### src/rtl/alu_exec_mem_if.sv
// Operand, control and memory signals for the execute/memory slice.
// The master drives operands and control; the slave returns ALU and read data.
interface alu_exec_mem_if;
    logic [1:0]  i_ALUOp;
    logic [2:0]  i_Funct3;
    logic [6:0]  i_Funct7;
    logic [31:0] i_Op1;
    logic [31:0] i_Op2;
    logic        i_MemRead;
    logic        i_MemWrite;
    logic [31:0] i_Wd;
    logic [3:0]  o_ALUControlLines;
    logic [31:0] o_Result;
    logic        o_Zero;
    logic [31:0] o_Rd;

    modport master (
        output i_ALUOp, i_Funct3, i_Funct7, i_Op1, i_Op2,
        output i_MemRead, i_MemWrite, i_Wd,
        input  o_ALUControlLines, o_Result, o_Zero, o_Rd
    );

    modport slave (
        input  i_ALUOp, i_Funct3, i_Funct7, i_Op1, i_Op2,
        input  i_MemRead, i_MemWrite, i_Wd,
        output o_ALUControlLines, o_Result, o_Zero, o_Rd
    );
endinterface

### src/rtl/alu_exec_mem.sv
// RV32I execute/memory slice: ALU-control decode, 32-bit ALU and a
// word-addressed data memory whose address is the ALU result.
module alu_exec_mem #(
    parameter int DM_DEPTH  = 64,
    parameter int WORD_SIZE = 32
) (
    input logic          i_clk,
    input logic          i_rst_n,
    alu_exec_mem_if.slave bus
);
    localparam int AW = (DM_DEPTH > 1) ? $clog2(DM_DEPTH) : 1;

    typedef enum logic [3:0] {
        OP_AND  = 4'b0000,
        OP_OR   = 4'b0001,
        OP_ADD  = 4'b0010,
        OP_XOR  = 4'b0011,
        OP_SLL  = 4'b0100,
        OP_SRL  = 4'b0101,
        OP_SUB  = 4'b0110,
        OP_SLT  = 4'b0111,
        OP_SLTU = 4'b1000,
        OP_SRA  = 4'b1001
    } alu_op_e;

    alu_op_e               w_ctrl;
    logic [WORD_SIZE-1:0]  w_a;
    logic [WORD_SIZE-1:0]  w_b;
    logic [4:0]            w_shamt;
    logic [WORD_SIZE-1:0]  w_result;
    logic                  w_alt;
    logic [AW-1:0]         w_idx;
    logic                  w_in_range;
    logic                  w_unused;
    logic [WORD_SIZE-1:0]  r_mem [DM_DEPTH];

    assign w_alt    = bus.i_Funct7[5];
    assign w_unused = &{1'b0, bus.i_Funct7[6], bus.i_Funct7[4:0]};

    always_comb begin
        w_ctrl = OP_ADD;
        unique case (bus.i_ALUOp)
            2'b00: w_ctrl = OP_ADD;
            2'b01: w_ctrl = OP_SUB;
            default: begin
                unique case (bus.i_Funct3)
                    3'b000: w_ctrl = (bus.i_ALUOp == 2'b10 && w_alt)
                                     ? OP_SUB : OP_ADD;
                    3'b001: w_ctrl = OP_SLL;
                    3'b010: w_ctrl = OP_SLT;
                    3'b011: w_ctrl = OP_SLTU;
                    3'b100: w_ctrl = OP_XOR;
                    3'b101: w_ctrl = w_alt ? OP_SRA : OP_SRL;
                    3'b110: w_ctrl = OP_OR;
                    3'b111: w_ctrl = OP_AND;
                    default: w_ctrl = OP_ADD;
                endcase
            end
        endcase
    end

    assign w_a     = bus.i_Op1;
    assign w_b     = bus.i_Op2;
    assign w_shamt = bus.i_Op2[4:0];

    always_comb begin
        w_result = '0;
        case (w_ctrl)
            OP_AND:  w_result = w_a & w_b;
            OP_OR:   w_result = w_a | w_b;
            OP_ADD:  w_result = w_a + w_b;
            OP_XOR:  w_result = w_a ^ w_b;
            OP_SLL:  w_result = w_a << w_shamt;
            OP_SRL:  w_result = w_a >> w_shamt;
            OP_SUB:  w_result = w_a - w_b;
            OP_SLT:  w_result = {31'd0, $signed(w_a) < $signed(w_b)};
            OP_SLTU: w_result = {31'd0, w_a < w_b};
            OP_SRA:  w_result = $unsigned($signed(w_a) >>> w_shamt);
            default: w_result = '0;
        endcase
    end

    assign bus.o_ALUControlLines = w_ctrl;
    assign bus.o_Result          = w_result;
    assign bus.o_Zero            = (w_result == '0);

    // Byte offset bits [1:0] are ignored; any set bit above the index is out of range.
    assign w_idx      = w_result[AW+1:2];
    assign w_in_range = (w_result[WORD_SIZE-1:AW+2] == '0);

    always_ff @(posedge i_clk or negedge i_rst_n) begin
        if (!i_rst_n) begin
            for (int i = 0; i < DM_DEPTH; i++) begin
                r_mem[i] <= '0;
            end
        end else if (bus.i_MemWrite && w_in_range) begin
            r_mem[w_idx] <= bus.i_Wd;
        end
    end

    assign bus.o_Rd = (bus.i_MemRead && w_in_range) ? r_mem[w_idx] : '0;

endmodule

### src/flat_wrapper.sv
// flat-port wrapper written by rule: the top's interface ports become plain ports
module alu_exec_mem_flat 
#(
    parameter int DM_DEPTH  = 64,
    parameter int WORD_SIZE = 32
)
  (i_clk, i_rst_n, bus_i_ALUOp, bus_i_Funct3, bus_i_Funct7, bus_i_Op1, bus_i_Op2, bus_i_MemRead, bus_i_MemWrite, bus_i_Wd, bus_o_ALUControlLines, bus_o_Result, bus_o_Zero, bus_o_Rd);
  alu_exec_mem_if bus_i ();
  input logic i_clk;
  input logic i_rst_n;
  input wire logic [$bits(bus_i.i_ALUOp)-1:0] bus_i_ALUOp;
  input wire logic [$bits(bus_i.i_Funct3)-1:0] bus_i_Funct3;
  input wire logic [$bits(bus_i.i_Funct7)-1:0] bus_i_Funct7;
  input wire logic [$bits(bus_i.i_Op1)-1:0] bus_i_Op1;
  input wire logic [$bits(bus_i.i_Op2)-1:0] bus_i_Op2;
  input wire logic [$bits(bus_i.i_MemRead)-1:0] bus_i_MemRead;
  input wire logic [$bits(bus_i.i_MemWrite)-1:0] bus_i_MemWrite;
  input wire logic [$bits(bus_i.i_Wd)-1:0] bus_i_Wd;
  output wire logic [$bits(bus_i.o_ALUControlLines)-1:0] bus_o_ALUControlLines;
  output wire logic [$bits(bus_i.o_Result)-1:0] bus_o_Result;
  output wire logic [$bits(bus_i.o_Zero)-1:0] bus_o_Zero;
  output wire logic [$bits(bus_i.o_Rd)-1:0] bus_o_Rd;
  assign bus_i.i_ALUOp = bus_i_ALUOp;
  assign bus_i.i_Funct3 = bus_i_Funct3;
  assign bus_i.i_Funct7 = bus_i_Funct7;
  assign bus_i.i_Op1 = bus_i_Op1;
  assign bus_i.i_Op2 = bus_i_Op2;
  assign bus_i.i_MemRead = bus_i_MemRead;
  assign bus_i.i_MemWrite = bus_i_MemWrite;
  assign bus_i.i_Wd = bus_i_Wd;
  assign bus_o_ALUControlLines = bus_i.o_ALUControlLines;
  assign bus_o_Result = bus_i.o_Result;
  assign bus_o_Zero = bus_i.o_Zero;
  assign bus_o_Rd = bus_i.o_Rd;
  alu_exec_mem #(.DM_DEPTH(DM_DEPTH), .WORD_SIZE(WORD_SIZE)) u_core (.i_clk(i_clk), .i_rst_n(i_rst_n), .bus(bus_i));
endmodule
### config.mk
export PLATFORM = sky130hd
export DESIGN_NAME = alu_exec_mem_flat
export DESIGN_NICKNAME = d
export VERILOG_FILES = /design/src/rtl/alu_exec_mem_if.sv /design/src/rtl/alu_exec_mem.sv /design/src/flat_wrapper.sv
export SDC_FILE = /design/constraint.sdc
export NUM_CORES = 2
export LEC_CHECK = 0
export BUFFER_PORTS_ARGS = -buffer_cell sky130_fd_sc_hd__buf_2
export CORE_MARGIN = 5
export CORE_UTILIZATION = 40
export CTS_BUF_LIST = sky130_fd_sc_hd__clkbuf_4 sky130_fd_sc_hd__clkbuf_8 sky130_fd_sc_hd__clkbuf_16
export CTS_CLUSTER_DIAMETER = 60
export CTS_CLUSTER_SIZE = 25
export DETAILED_ROUTE_END_ITERATION = 10
export PLACE_DENSITY_LB_ADDON = 0.1
export SYNTH_ARGS = -nofsm -noshare
export SYNTH_HDL_FRONTEND = slang
export SYNTH_SLANG_ARGS = --single-unit
### constraint.sdc
create_clock -name i_clk -period 10.75 [get_ports i_clk]
set_clock_uncertainty 0.05 [all_clocks]
set_input_delay 2.15 -clock i_clk [delete_from_list [all_inputs] [get_ports i_clk]]
set_output_delay 2.15 -clock i_clk [all_outputs]
set_load 0.01 [all_outputs]
==> results.txt <==
- Max Clock Freq: 94.1 MHz
* Slew Viols, Final: 0
- Final total power: 18.4 mW
* Routed metal-1 wirelength: 199000 um
- Path type of the worst setup path: in2out
* CTS HTree Levels: 4
- Compared with the post-synthesis result, the final layout area differs by 13.7%.
- Post-detailed-routing wire length: 452000 um
* RSZ-0062 raised after global routing: no
- Entering global routing, the biggest net connects 179 pins.
* Largest area contributor in the synthesized netlist: sky130_fd_sc_hd__dfrtp_1
* Die extent in x: 517 um
- Violation count after the first detailed-route iteration: 8949
- Overall global routing resource usage: 33.3%
- Data on the critical path arrives at its endpoint at 8.42 ns.
* R2r worst-path depth: 1
- Effective utilization at floorplan: 40.1%
- Final critical delay including setup and external delays: 10.62 ns
- After synthesis, the share of flip-flops with an asynchronous set or reset is 100%.
- Final cycle utilization of the critical path: 98.8%
- Flops & latches, synth: 2048
- Count of port buffers added during placement: 174
- The initial antenna violation count came to 32.
* Result of the run: finished clean
- The largest individual stage delay along the critical path comes from the cell sky130_fd_sc_hd__a2111oi_0.
* Regs by FF count: u_core.r_mem: 2048 flops
* Cts-stage hold buffer count: 0
* Highest net fanout along the worst path: 31
- Total negative setup slack: 0 ns
- Number of nets in the finished design: 9308
- Hold Violations, Final: 0
* CTS tree: built
- Counting every instance in the synthesized netlist gives 9030.
- STA classifies the critical path startpoint as an input pin.
- Clock-pin slew was measured on the worst setup and hold paths at 0.07 ns.
- Total Die Area: 0.267 sq mm
- At the worst endpoint, the required time is 8.55 ns.
* Post-CTS Setup Repair Bufs: 0
* Worst relative slew slack: 7.29%
* Crit path largest cell delay: 0.81 ns
* Number of flip-flops in the largest register: 2048
- GPL Wtd Cong: 0.954
- Global routing finished with a remaining overflow of 0.
- The kind of cell with the highest combined delay along the critical path is simple AND/OR/NAND/NOR gates.
* Total number of placement rows: 186
- Final number of setup-violating endpoints: 0
- Worst-Skew Late Latency: 0.85 ns
* Die Ht: 517 um
- Buffering stage count on the worst path with inverters included: 5
* Mean Syn Cell Area: 11.4 sq um
- Worst flop-to-flop path startpoint: u_core.r_mem[1469]$_DFFE_PN0P_
- CTS Root Buffer Type: sky130_fd_sc_hd__clkbuf_16
- Endpoint type of the worst setup path: output pin
* Class of the worst hold path: reg2reg
- Dividing the detail-routed via count by the number of cells gives 6.37.
- By count the netlist is led by sky130_fd_sc_hd__dfrtp_1, sky130_fd_sc_hd__mux2_1, sky130_fd_sc_hd__nand2_1, sky130_fd_sc_hd__clkbuf_1, sky130_fd_sc_hd__o22ai_1.
- The detailed router used layers up to and including met5.
* Routed wire per std cell: 35.8 um
- Counting buffers and inverters, the worst setup path is 16 cells deep.
- Sum of met2 wire segment lengths after detailed routing: 199000 um
- The via count of the first global-routing pass is 79400.
- Ports placed on the boundary: 181
* Number of sinks driven by the clock tree: 2048
- Buffers inserted during clock tree synthesis total 158.
- Core area: 0.256 sq mm
- Netlist cell types: 96
- Largest register by flop count: u_core.r_mem
- Flop2flop setup slack: 9.87 ns
- Across all setup checks in the final design, the least slack found is 0.127 ns.
- Post-route antenna net violation count: 0
* Estimated wirelength of the detail-placed design: 292000 um
- The most numerous cell type found on the critical path is sky130_fd_sc_hd__buf_4.
* Launch point of the critical path: bus_i_Op2[1]
- For the pin with the worst max-slew slack, the measured transition is 1.38 ns.
- Cell breakdown of the critical path: buf_4 > mux2i_1 > mux2_2 > a2bb2oi_1 > mux2_2 > nor2_1 > a2111oi_0 > buf_4 > o221ai_1 > nor4b_1 > nand4_1 > or3b_2 > buf_12 > nor4_1 > buf_4 > buf_2
* Terminating pin of the worst hold path: u_core.r_mem[419]$_DFFE_PN0P_
- Portion of the post-synthesis area used by sequential elements: 49.8%
- The post-route netlist has 17.5% of its cells at a drive strength greater than 1.
* Leading cell type by number of instances after synthesis: sky130_fd_sc_hd__dfrtp_1
- The Yosys step of the flow raised 0 warnings.
- The synthesized design devotes to its leading area cell type 49.8% of total area.
* Maximum number of buffers from clock root to sink: 3
- The number of nets handed over by synthesis was 9241.
* PwrDens: 158 mW/mm^2
* Count of max-cap constraint violations: 0
- Leakage power summed over all cells: 57.8 nW
* Hold Crit Depth: 1
- The first global-routing pass estimated 635000 um of wire.
- Capture instance of the worst register-to-register path: u_core.r_mem[1469]$_DFFE_PN0P_
- Summed over all nets, wire length on met3 after detailed routing comes to 34100 um.
- Mapped cell area: 0.103 sq mm
* Post-cts repair resize count: 0
- Before CTS, the worst setup slack after placement is 0.230 ns.
- Drt drc: 0
* Worst Hold Launch: u_core.r_mem[419]$_DFFE_PN0P_
- Ranked by total cell area, the synthesized netlist is headed by sky130_fd_sc_hd__dfrtp_1, sky130_fd_sc_hd__mux2_1, sky130_fd_sc_hd__mux2_2, sky130_fd_sc_hd__nand2_1, sky130_fd_sc_hd__o22ai_1.
* Largest voltage drop on the vdd net: 170 uV
* First drt pass iteration count: 6
* Most used flip-flop cell after synthesis: sky130_fd_sc_hd__dfrtp_1
- Counting flops with a built-in enable in the synthesized netlist gives 0.
- Count of vias placed by the detailed router: 80500
## layout by cell type (no fill, tap or decap), drive strengths merged, types with 46 or more instances in the layout
master,n
mux2,2104
dfrtp,2048
nand2,905
buf,813
o22ai,354
nor2,347
nand3,298
o21ai,263
a21oi,200
clkbuf,177
inv,158
nor3,149
a31oi,146
o221ai,118
ha,97
mux2i,95
o211ai,69
nor4,53
a211oi,49
o31ai,49
clkinv,49
nand4,46
a311oi,46
## worst max path at each step
| stage | endpoint |
|---|---|
| after global placement | bus_o_Rd[0] |
| after floorplan | bus_o_Rd[1] |
| after CTS | bus_o_Rd[0] |
| after global routing | bus_o_Rd[7] |
| after detailed placement | bus_o_Rd[0] |
| final | bus_o_Rd[7] |
## stage by stage
| stage | instances | hold WS (ns) | cell area, sq um | util, % |
|---|---|---|---|---|
| global route | 12600 | 0.450 | 117000 | 45.6 |
| detailed placement | 12300 | 0.420 | 111000 | 43.3 |
| floorplan | 9030 | 0.403 | 103000 | - |
| finish | 12600 | 0.437 | 117000 | 45.6 |
| CTS | 12600 | 0.439 | 117000 | 45.6 |
| global placement | 12300 | 0.412 | 111000 | 43.3 |
## power by group
group / switching (mW) / total (mW) / internal, mW
combinational: 2.93 / 4.13 / 1.21
sequential: 0.0000549 / 7.70 / 7.70
clock: 3.35 / 6.62 / 3.27
total: 6.28 / 18.4 / 12.2
## area by class of cell
| type | instances | area, sq um |
|---|---|---|
| Antenna cell | 21 | 52.6 |
| Clock buffer | 177 | 4230 |
| Clock inverter | 120 | 1550 |
| Fill cell | 23700 | 140000 |
| Inverter | 109 | 432 |
| Multi-Input combinational cell | 5967 | 48100 |
| Sequential cell | 2048 | 51200 |
| Tap cell | 3384 | 4230 |
| Timing Repair Buffer | 813 | 7120 |
## layer usage
metal / track usage [%] / up-vias
li1: - / 33100
met1: 47.4 / 43000
met2: 50.6 / 3517
met3: 6.07 / 802
met4: 12.5 / 10
met5: 0 / -
## logic make-up after synthesis
family,Yosys count,share of synthesized area [%]
fa+ha+maj,99,1.22
flops,2048,49.8
mux,2244,24.9
compound gates,1639,10.8
xor+xnor,23,0.196
buf+inv,1015,4.19
simple gates,1962,8.82
Power figures use the tool's default switching activity.
